<file path="src/rtl/msk_aes_core_sequencer_pkg.sv">
// Shared definitions for the MSK AES core sequencer: FSM encodings, key-size
// codes, command/cache payloads and the key-cache miss rule.
package msk_aes_core_sequencer_pkg;

  localparam int unsigned ST_W      = 3;
  localparam int unsigned KSIZE_W   = 2;
  localparam int unsigned RST_CNT_W = 4;
  localparam int unsigned PERF_W    = 32;

  localparam logic [ST_W-1:0] S_RST     = 3'd0;
  localparam logic [ST_W-1:0] S_IDLE    = 3'd1;
  localparam logic [ST_W-1:0] S_KS_REQ  = 3'd2;
  localparam logic [ST_W-1:0] S_KS_WAIT = 3'd3;
  localparam logic [ST_W-1:0] S_OP_REQ  = 3'd4;
  localparam logic [ST_W-1:0] S_OP_WAIT = 3'd5;
  localparam logic [ST_W-1:0] S_ERR     = 3'd6;

  localparam logic [KSIZE_W-1:0] KSIZE_128  = 2'd0;
  localparam logic [KSIZE_W-1:0] KSIZE_192  = 2'd1;
  localparam logic [KSIZE_W-1:0] KSIZE_256  = 2'd2;
  localparam logic [KSIZE_W-1:0] KSIZE_RSVD = 2'd3;

  typedef struct packed {
    logic               inverse;
    logic [KSIZE_W-1:0] ksize;
  } seq_cmd_t;

  typedef struct packed {
    logic               valid;
    logic [KSIZE_W-1:0] ksize;
  } key_cache_t;

  // The core's cached last round key is reusable only for the same key and size.
  function automatic logic cache_miss(key_cache_t c, logic rekey, logic [KSIZE_W-1:0] ksize);
    return !c.valid || rekey || (ksize != c.ksize);
  endfunction

endpackage

</file>
<file path="src/rtl/msk_aes_core_sequencer_if.sv">
// Host command, result handshake and core control signals of the sequencer.
// slave = sequencer view; master = host plus core view.
interface msk_aes_core_sequencer_if;
  logic       flush;
  logic       cmd_valid;
  logic       cmd_ready;
  logic       cmd_inverse;
  logic [1:0] cmd_ksize;
  logic       cmd_rekey;
  logic       out_valid;
  logic       out_ready;
  logic       core_rst;
  logic       core_valid_in;
  logic       core_in_ready;
  logic       core_inverse;
  logic       core_ksonly;
  logic       core_mode256;
  logic       core_mode192;
  logic       core_last_key_pv;
  logic       core_cipher_valid;
  logic       core_out_ready;

  modport slave (
    input  flush, cmd_valid, cmd_inverse, cmd_ksize, cmd_rekey, out_ready,
           core_in_ready, core_last_key_pv, core_cipher_valid,
    output cmd_ready, out_valid, core_rst, core_valid_in, core_inverse,
           core_ksonly, core_mode256, core_mode192, core_out_ready
  );

  modport master (
    output flush, cmd_valid, cmd_inverse, cmd_ksize, cmd_rekey, out_ready,
           core_in_ready, core_last_key_pv, core_cipher_valid,
    input  cmd_ready, out_valid, core_rst, core_valid_in, core_inverse,
           core_ksonly, core_mode256, core_mode192, core_out_ready
  );
endinterface

</file>
<file path="src/rtl/msk_aes_seq_rstgen.sv">
// Core reset generator: holds core_rst high for RST_CYCLES clocks after rst_n
// release or a flush pulse, using a 4-bit down-counter.
module msk_aes_seq_rstgen
  import msk_aes_core_sequencer_pkg::*;
#(
  parameter int unsigned RST_CYCLES = 4
) (
  input  logic clk,
  input  logic rst_n,
  input  logic flush_i,
  output logic core_rst_o,
  output logic last_o
);

  localparam logic [RST_CNT_W-1:0] LOAD = RST_CNT_W'(RST_CYCLES);

  logic [RST_CNT_W-1:0] cnt_q, cnt_d;

  always_comb begin
    cnt_d = cnt_q;
    if (flush_i) begin
      cnt_d = LOAD;
    end else if (cnt_q != '0) begin
      cnt_d = cnt_q - RST_CNT_W'(1);
    end
  end

  always_ff @(posedge clk or negedge rst_n) begin
    if (!rst_n) begin
      cnt_q <= LOAD;
    end else begin
      cnt_q <= cnt_d;
    end
  end

  assign core_rst_o = (cnt_q != '0);
  // Final reset cycle: the sequencer leaves RST on the same edge core_rst drops.
  assign last_o     = (cnt_q == RST_CNT_W'(1));

endmodule

</file>
<file path="src/rtl/msk_aes_core_sequencer.sv">
// Command-level controller for MSKaes_32bits_core: runs encrypt/decrypt commands,
// inserts a key-schedule pass on decrypt cache miss. Option: MSK_AES_SEQ_PERF_EN.
module msk_aes_core_sequencer
  import msk_aes_core_sequencer_pkg::*;
#(
  parameter int unsigned RST_CYCLES = 4
) (
  input  logic                         clk,
  input  logic                         rst_n,
  msk_aes_core_sequencer_if.slave      sif
`ifdef MSK_AES_SEQ_PERF_EN
  ,
  output logic [PERF_W-1:0]            perf_blocks,
  output logic [PERF_W-1:0]            perf_ks
`endif
);

  logic core_rst;
  logic rst_last;

  msk_aes_seq_rstgen #(.RST_CYCLES(RST_CYCLES)) u_rstgen (
    .clk       (clk),
    .rst_n     (rst_n),
    .flush_i   (sif.flush),
    .core_rst_o(core_rst),
    .last_o    (rst_last)
  );

  logic [ST_W-1:0] state_q, state_d;
  seq_cmd_t        cmd_q, cmd_d;
  key_cache_t      cache_q, cache_d;
  logic            mode256_q, mode256_d;
  logic            mode192_q, mode192_d;

  logic valid_in_c, ksonly_c, inverse_c, cmd_ready_c, out_valid_c, out_ready_c;

  // Next-state and control outputs; flush overrides every transition.
  always_comb begin
    state_d     = state_q;
    cmd_d       = cmd_q;
    cache_d     = cache_q;
    mode256_d   = mode256_q;
    mode192_d   = mode192_q;
    valid_in_c  = 1'b0;
    ksonly_c    = 1'b0;
    inverse_c   = 1'b0;
    cmd_ready_c = 1'b0;
    out_valid_c = 1'b0;
    out_ready_c = 1'b0;

    case (state_q)
      S_RST: begin
        if (rst_last) state_d = S_IDLE;
      end
      S_IDLE: begin
        if (sif.cmd_valid) begin
          cmd_d.inverse = sif.cmd_inverse;
          cmd_d.ksize   = sif.cmd_ksize;
          if (sif.cmd_ksize == KSIZE_RSVD) begin
            state_d = S_ERR;
          end else begin
            mode256_d = (sif.cmd_ksize == KSIZE_256);
            mode192_d = (sif.cmd_ksize == KSIZE_192);
            if (sif.cmd_inverse && cache_miss(cache_q, sif.cmd_rekey, sif.cmd_ksize)) begin
              state_d = S_KS_REQ;
            end else begin
              state_d = S_OP_REQ;
            end
            // An encrypt with a new key leaves the core's last round key stale.
            if (!sif.cmd_inverse && sif.cmd_rekey) cache_d.valid = 1'b0;
          end
        end
      end
      S_KS_REQ: begin
        valid_in_c = 1'b1;
        ksonly_c   = 1'b1;
        if (sif.core_in_ready) state_d = S_KS_WAIT;
      end
      S_KS_WAIT: begin
        if (sif.core_last_key_pv) begin
          cache_d.valid = 1'b1;
          cache_d.ksize = cmd_q.ksize;
          state_d       = S_OP_REQ;
        end
      end
      S_OP_REQ: begin
        valid_in_c  = 1'b1;
        inverse_c   = cmd_q.inverse;
        cmd_ready_c = sif.core_in_ready;
        if (sif.core_in_ready) state_d = S_OP_WAIT;
      end
      S_OP_WAIT: begin
        out_valid_c = sif.core_cipher_valid;
        out_ready_c = sif.out_ready;
        if (sif.core_cipher_valid && sif.out_ready) state_d = S_IDLE;
      end
      S_ERR: begin
        cmd_ready_c = 1'b1;
        state_d     = S_IDLE;
      end
      default: begin
        state_d = S_IDLE;
      end
    endcase

    if (sif.flush) begin
      state_d     = S_RST;
      cache_d     = '0;
      mode256_d   = 1'b0;
      mode192_d   = 1'b0;
      cmd_ready_c = 1'b0;
    end
  end

  always_ff @(posedge clk or negedge rst_n) begin
    if (!rst_n) begin
      state_q   <= S_RST;
      cmd_q     <= '0;
      cache_q   <= '0;
      mode256_q <= 1'b0;
      mode192_q <= 1'b0;
    end else begin
      state_q   <= state_d;
      cmd_q     <= cmd_d;
      cache_q   <= cache_d;
      mode256_q <= mode256_d;
      mode192_q <= mode192_d;
    end
  end

  assign sif.core_rst       = core_rst;
  assign sif.core_valid_in  = valid_in_c;
  assign sif.core_ksonly    = ksonly_c;
  assign sif.core_inverse   = inverse_c;
  assign sif.core_mode256   = mode256_q;
  assign sif.core_mode192   = mode192_q;
  assign sif.cmd_ready      = cmd_ready_c;
  assign sif.out_valid      = out_valid_c;
  assign sif.core_out_ready = out_ready_c;

`ifdef MSK_AES_SEQ_PERF_EN
  logic              blk_done_c, ks_done_c;
  logic [PERF_W-1:0] perf_blocks_q, perf_ks_q;

  assign blk_done_c = (state_q == S_OP_WAIT) && sif.core_cipher_valid && sif.out_ready;
  assign ks_done_c  = (state_q == S_KS_WAIT) && sif.core_last_key_pv;

  // Wrapping event counters, cleared together with the core.
  always_ff @(posedge clk or negedge rst_n) begin
    if (!rst_n) begin
      perf_blocks_q <= '0;
      perf_ks_q     <= '0;
    end else if (sif.flush) begin
      perf_blocks_q <= '0;
      perf_ks_q     <= '0;
    end else begin
      if (blk_done_c) perf_blocks_q <= perf_blocks_q + PERF_W'(1);
      if (ks_done_c)  perf_ks_q     <= perf_ks_q + PERF_W'(1);
    end
  end

  assign perf_blocks = perf_blocks_q;
  assign perf_ks     = perf_ks_q;
`endif

endmodule
</file>
<file path="src/flat_wrapper.sv">
// flat-port wrapper written by rule: the top's interface ports become plain ports
module msk_aes_core_sequencer_flat import msk_aes_core_sequencer_pkg::*;
#(
  parameter int unsigned RST_CYCLES = 4
)
  (clk, rst_n, sif_flush, sif_cmd_valid, sif_cmd_inverse, sif_cmd_ksize, sif_cmd_rekey, sif_out_ready, sif_core_in_ready, sif_core_last_key_pv, sif_core_cipher_valid, sif_cmd_ready, sif_out_valid, sif_core_rst, sif_core_valid_in, sif_core_inverse, sif_core_ksonly, sif_core_mode256, sif_core_mode192, sif_core_out_ready);
  msk_aes_core_sequencer_if sif_i ();
  input  logic clk;
  input  logic rst_n;
  input wire logic [$bits(sif_i.flush)-1:0] sif_flush;
  input wire logic [$bits(sif_i.cmd_valid)-1:0] sif_cmd_valid;
  input wire logic [$bits(sif_i.cmd_inverse)-1:0] sif_cmd_inverse;
  input wire logic [$bits(sif_i.cmd_ksize)-1:0] sif_cmd_ksize;
  input wire logic [$bits(sif_i.cmd_rekey)-1:0] sif_cmd_rekey;
  input wire logic [$bits(sif_i.out_ready)-1:0] sif_out_ready;
  input wire logic [$bits(sif_i.core_in_ready)-1:0] sif_core_in_ready;
  input wire logic [$bits(sif_i.core_last_key_pv)-1:0] sif_core_last_key_pv;
  input wire logic [$bits(sif_i.core_cipher_valid)-1:0] sif_core_cipher_valid;
  output wire logic [$bits(sif_i.cmd_ready)-1:0] sif_cmd_ready;
  output wire logic [$bits(sif_i.out_valid)-1:0] sif_out_valid;
  output wire logic [$bits(sif_i.core_rst)-1:0] sif_core_rst;
  output wire logic [$bits(sif_i.core_valid_in)-1:0] sif_core_valid_in;
  output wire logic [$bits(sif_i.core_inverse)-1:0] sif_core_inverse;
  output wire logic [$bits(sif_i.core_ksonly)-1:0] sif_core_ksonly;
  output wire logic [$bits(sif_i.core_mode256)-1:0] sif_core_mode256;
  output wire logic [$bits(sif_i.core_mode192)-1:0] sif_core_mode192;
  output wire logic [$bits(sif_i.core_out_ready)-1:0] sif_core_out_ready;
  assign sif_i.flush = sif_flush;
  assign sif_i.cmd_valid = sif_cmd_valid;
  assign sif_i.cmd_inverse = sif_cmd_inverse;
  assign sif_i.cmd_ksize = sif_cmd_ksize;
  assign sif_i.cmd_rekey = sif_cmd_rekey;
  assign sif_i.out_ready = sif_out_ready;
  assign sif_i.core_in_ready = sif_core_in_ready;
  assign sif_i.core_last_key_pv = sif_core_last_key_pv;
  assign sif_i.core_cipher_valid = sif_core_cipher_valid;
  assign sif_cmd_ready = sif_i.cmd_ready;
  assign sif_out_valid = sif_i.out_valid;
  assign sif_core_rst = sif_i.core_rst;
  assign sif_core_valid_in = sif_i.core_valid_in;
  assign sif_core_inverse = sif_i.core_inverse;
  assign sif_core_ksonly = sif_i.core_ksonly;
  assign sif_core_mode256 = sif_i.core_mode256;
  assign sif_core_mode192 = sif_i.core_mode192;
  assign sif_core_out_ready = sif_i.core_out_ready;
  msk_aes_core_sequencer #(.RST_CYCLES(RST_CYCLES)) u_core (.clk(clk), .rst_n(rst_n), .sif(sif_i));
endmodule
</file>
<file path="config.mk">
export PLATFORM = sky130hd
export DESIGN_NAME = msk_aes_core_sequencer_flat
export DESIGN_NICKNAME = d
export VERILOG_FILES = /design/src/rtl/msk_aes_core_sequencer_pkg.sv /design/src/rtl/msk_aes_core_sequencer_if.sv /design/src/rtl/msk_aes_seq_rstgen.sv /design/src/rtl/msk_aes_core_sequencer.sv /design/src/flat_wrapper.sv
export SDC_FILE = /design/constraint.sdc
export NUM_CORES = 1
export LEC_CHECK = 0
export CAP_MARGIN = 0
export CORE_MARGIN = 5
export CORE_UTILIZATION = 52
export DETAILED_ROUTE_END_ITERATION = 16
export GPL_TIMING_DRIVEN = 0
export PLACE_DENSITY = 0.81
export SLEW_MARGIN = 10
export SYNTH_ARGS = -nofsm -noshare
export SYNTH_HDL_FRONTEND = slang
export SYNTH_SLANG_ARGS = --single-unit
</file>
<file path="constraint.sdc">
create_clock -name clk -period 3.85 [get_ports clk]
set_clock_uncertainty 0.15 [all_clocks]
set_input_delay 0.385 -clock clk [delete_from_list [all_inputs] [get_ports clk]]
set_output_delay 0.385 -clock clk [all_outputs]
set_load 0.02 [all_outputs]
</file>
Word-level counts from Yosys, hierarchy flattened
Index checks and enable logic that the tools add are counted.

Bits in registers: 15. Bits of input ports: 12. Output and inout port bits: 9. Logic and storage cells: 84.

Add/subtract/negate cells: 1. Eq/ne operators: 20. Mux-type cells: 34. Reduce and logical (&&, ||, !) cells: 21.

Operator list (count): 3-bit two-way mux (11); 3-bit one-hot mux with 6 select lines (1); 1-bit two-way mux (17); 3-bit inequality test, second input constant (5); 2-bit nonzero test (5); 3-bit == test, second input constant (3); 3-bit by 2-bit inequality test with 1-bit output, second input constant (3); 4-bit two-way mux (2); 3-bit by 2-bit == test with 1-bit output, second input constant (2); 6-bit AND reduction (1); 5-bit AND reduction (1); 2-bit == test, second input constant (2); 4-bit by 1-bit == test with 1-bit output, second input constant (1); 1-bit one-hot mux with 2 select lines (2); 2-bit AND reduction (2); 4-bit nonzero test (1); 4-bit by 1-bit subtractor with 4-bit output, second input constant (1); 3-bit by 1-bit == test with 1-bit output, second input constant (1); 1-bit logical AND (3); 3-bit logical NOT (1); 3-bit AND reduction (1); 3-bit nonzero test (1); 2-bit by 1-bit == test with 1-bit output, second input constant (1); 1-bit logical NOT (2); 5 further kinds (6).

Longest topological paths before layout
Word-level depth: 9. Mapped depth: 6.

Cells and area by module
From an unflattened synthesis, not the netlist that was laid out.

Cells, all modules: 98. Area total of the unflattened synthesis: 985.9 um2.

Modules (own cells, without submodules): msk_aes_core_sequencer (instances 1, cells an instance 71, area an instance 709.4 um2, seq. area each 275.3 um2); msk_aes_seq_rstgen (instances 1, cells an instance 27, area an instance 276.5 um2, seq. area each 101.3 um2).

Worst setup path before layout
No wires, ideal clock.

Path type: register to output. From: register u_core.state_q[2]. To: output port sif_cmd_ready. Arrival: 1.113 ns. Setup slack: 2.202 ns. Cell stages (with the launch flop): 3. Path buffers: 0. Cells stage by stage: dfrtp_1 or2b_1 nor3_1.

Cells in the longest elaborated chain, start to end: 3. Elaborated cells on any way between the ends: 4.

Ends and longest elaborated chain: start, declared (RTL line msk_aes_core_sequencer.sv:29) `logic [ST_W-1:0] state_q, state_d;`; start signal, assigned (RTL line msk_aes_core_sequencer.sv:123) `state_q <= state_d;`; 3-bit == test (RTL line msk_aes_core_sequencer.sv:51) `case (state_q)`; 1-bit one-hot mux with 2 select lines (*) (RTL line msk_aes_core_sequencer.sv:51); 1-bit two-way mux (*) (RTL line msk_aes_core_sequencer.sv:106) `if (sif.flush) begin`; end, declared (RTL line flat_wrapper.sv:19) `output wire logic [$bits(sif_i.cmd_ready)-1:0] sif_cmd_ready;`.

Every way passes the cells marked *; elsewhere a longest branch is shown, timed or not.

Worst setup path in the final report
From: input port sif_flush. To: output port sif_cmd_ready.

Cells in the longest elaborated chain, start to end: 1.

Ends and longest elaborated chain: start, declared (RTL line flat_wrapper.sv:10) `input wire logic [$bits(sif_i.flush)-1:0] sif_flush;`; 1-bit two-way mux (RTL line msk_aes_core_sequencer.sv:106).

No other way between the ends.

==> impl_metrics.py <==
metrics = {
    "critical_path": {
        "cpMostUsedCell": "clkdlybuf4s50_1",
        "cp_num_cells": 4,
        "crit_chain": "clkdlybuf4s50_1 > clkbuf_1 > nor3_1 > clkdlybuf4s50_1",
        "cp.arrival_ps": 2010,
        "cp_slowest_cell": "clkdlybuf4s50_1",
        "reg2reg_from": "u_core.state_q[0]$_DFFE_PN0P_",
        "r2r_slack_ps": 2150,
        "critPathLaunchType": "input port",
        "critPathKind": "in2out",
        "cp.required_ps": 3310,
        "crit_start": "sif_flush",
        "path_buf_inv": 3,
        "reg2reg_depth": 4,
        "critical_path.endpoint": "sif_cmd_ready",
        "cp_top_family": "buffers and inverters",
        "endpoint_kind": "output port",
        "crit_fanout": 10,
        "cp_slowest_stage_delay_ps": 570,
        "rr_endpoint": "u_core.state_q[1]$_DFFE_PN0P_",
    },
    "power_and_ir_drop": {
        "p_leak_nw": 0.4894,
        "p_int_uw": 392.5,
        "clock_power_share": 0.139,
        "peakVddDrop_v": 0.0003411,
        "comb_power_share": 0.475,
        "power.density_nw_per_um2": 552.1,
        "p_seq_frac": 0.387,
        "p_switching_uw": 238.9,
        "swShare": 0.3784,
    },
    "floorplanning": {
        "ios": 21,
        "core-area_um2": 1689,
        "die_area_um2": 2650,
        "start_util": 0.5296,
        "die_x_um": 51.48,
        "dieHeight_um": 51.48,
        "rows": 15,
    },
    "sta": {
        "slew_violations": 0,
        "fmax_mhz": 393.6,
        "period_share": 0.6599,
        "period_needed_ps": 2541,
        "setup_violations": 0,
        "worst_pin_slew_ps": 650.9,
        "hold_violations": 0,
        "timing.setup.tns_ps": 0,
        "worst_slew_margin_rel": 0.5647,
        "rsz0062_at_grt": "no",
    },
    "logic_synthesis": {
        "synth-seq-cells": 15,
        "ys_types": 34,
        "syn_nets": 106,
        "yosys.area_share.simple": 0.2685,
        "synth_compound_area_frac": 0.1301,
        "syn_area_um2": 894.6,
        "yosysSeqAreaShare": 0.4210,
        "synth.area.mux_share": 0.06014,
        "netlist_top_cells_area": "dfrtp_1, nor2_1, ha_1",
        "yosys_warnings": 0,
        "ys.flop_type": "dfrtp_1",
        "synthCells": 91,
        "synth_edf_count": 0,
        "synth_top_family_by_area": "simple AND/OR/NAND/NOR gates",
        "syn_area_per_cell_um2": 9.831,
        "synth_top_area_share": 0.3916,
        "synth-adder-area-share": 0.04196,
        "synth_top_area_cell": "dfrtp_1",
        "async_flop_share": 1.000,
        "yosys-top-cells-count": "dfrtp_1, nor2_1, nor3_1",
        "synth-xor-area-share": 0.04895,
    },
    "global_routing": {
        "grt_pass1_wl_mm": 3.008,
        "grt_use_met2": 0.2458,
        "grt_max_degree": 16,
        "grt.busiest_layer": "met2",
        "gr-usage-met3": 0.05248,
        "antenna_found_initial": 0,
        "grt_overflow": 0,
        "track_usage": 0.1532,
        "use_met1": 0.1960,
        "grt_pass1_vias": 701,
    },
    "detailed_routing": {
        "dr_total_vias": 730,
        "drt_iter0_drc": 16,
        "ant_nets": 0,
        "drc": 0,
        "firstDrtPassIters": 4,
        "vias_per_cell": 5.530,
        "wl_mm": 1.777,
        "avgRoutedWirePerCell_um": 13.46,
    },
    "final_layout": {
        "stdcell_count": 132,
        "seq_area_um2": 376.6,
        "nets": 131,
        "multiInputGateArea_um2": 491.7,
        "antenna_cells": 0,
        "area_delta_synth_final_pct": 27.83,
        "fill_cells": 135,
        "drive_gt1_frac": 0.1478,
    },
    "clock_network": {
        "holdBufCountCts": 0,
        "cts.repair.resized": 0,
        "numCtsBuffers": 3,
        "h-tree-depth": 1,
        "tritoncts": "done",
        "root_buffer": "clkbuf_4",
        "clock_latency_ps": 290,
        "cts.sinks": 15,
        "clkSlewWorstSetupHoldPaths_ps": 90,
        "clock_path_buffers": 2,
        "post_cts_buffers": 0,
    },
    "placement": {
        "gp_congestion": 0.8341,
        "io_buffers": 20,
        "dp.cells": 128,
        "hpwl_mm": 1.382,
    },
    "run_status": {
        "status": "finished, final reports clean",
    },
    "worst_hold_path": {
        "min_path_type": "in2async",
    },
    "job": {
        "maxCapViolCount": 0,
    },
}
[state kept, by name, summed over array words and instances, names as in the netlist]
| name | cells |
|---|---|
| u_core.cmd_q | 3 |
| u_core.u_rstgen.cnt_q | 4 |
| u_core.sif.core_mode256 | 1 |
| u_core.cache_q | 3 |
| u_core.sif.core_mode192 | 1 |
| u_core.state_q | 3 |
[how the worst min path moves through the flow]
stage	start	depth (start not counted)	endpoint	slack (ps)
global placement	u_core.cmd_q[2]$_DFFE_PN0P_	1	u_core.cmd_q[2]$_DFFE_PN0P_	330
global route	rst_n	1	u_core.u_rstgen.cnt_q[3]$_DFFE_PN0P_	370
floorplan	rst_n	0	u_core.cache_q[0]$_DFFE_PN0P_	-60
detailed placement	u_core.cmd_q[2]$_DFFE_PN0P_	1	u_core.cmd_q[2]$_DFFE_PN0P_	340
CTS	rst_n	1	u_core.sif.core_mode192$_DFFE_PN0P_	350
finish	rst_n	1	u_core.cache_q[0]$_DFFE_PN0P_	340
[through the flow]
stage	total power, mW	hold WS (ps)	area, um2	utilization	worst slack [ps]
after CTS	0.6400	353.8	1144	0.6770	1289
after global placement	0.5390	334.5	1116	0.6607	1287
final	0.6314	340.8	1144	0.6770	1309
after floorplan	0.4582	-60.59	894.6	-	2202
after global routing	0.6916	371.4	1144	0.6770	1227
after detailed placement	0.5483	344.7	1116	0.6607	1281
[area by class of cell]
cell class,instances,area share
Clock inverter,1,0.004376
Sequential cell,15,0.3293
Multi-Input combinational cell,71,0.4300
Tap cell,17,0.01860
Timing Repair Buffer,20,0.1751
Buffer,2,0.01313
Inverter,3,0.009847
Clock buffer,3,0.01969
[cell families after synthesis]
kind of cell / Yosys count
AO/OA/AOI/OAI: 13
flip-flops: 15
adder cells (fa/ha/maj): 3
XOR/XNOR: 5
AND/OR/NAND/NOR: 45
multiplexers: 5
buffers and inverters: 5
[power by group through the flow]
stage / Combinational, mW / Sequential [mW] / Clock (mW)
finish: 0.300 / 0.244 / 0.0876
global route: 0.340 / 0.252 / 0.0991
CTS: 0.302 / 0.244 / 0.0936
detailed placement: 0.300 / 0.248 / 0
global placement: 0.295 / 0.244 / 0
floorplan: 0.219 / 0.239 / 0
[cell usage in the layout, fill, tap and decap left out, drive strengths merged, types with 3 or more instances in the layout]
cell type	n
clkdlybuf4s50	20
nor2	14
nand2	4
and2	4
ha	3
nor3	7
mux2	3
a21oi	3
xnor2	4
dfrtp	14
inv	3
clkbuf	4
[routing by layer]
layer / wire (um) / part of all wire
met5: 0 / 0
met4: 10 / 0.0056
met3: 82 / 0.046
met2: 890 / 0.50
met1: 794 / 0.45
(Power assumes the default switching activity.)
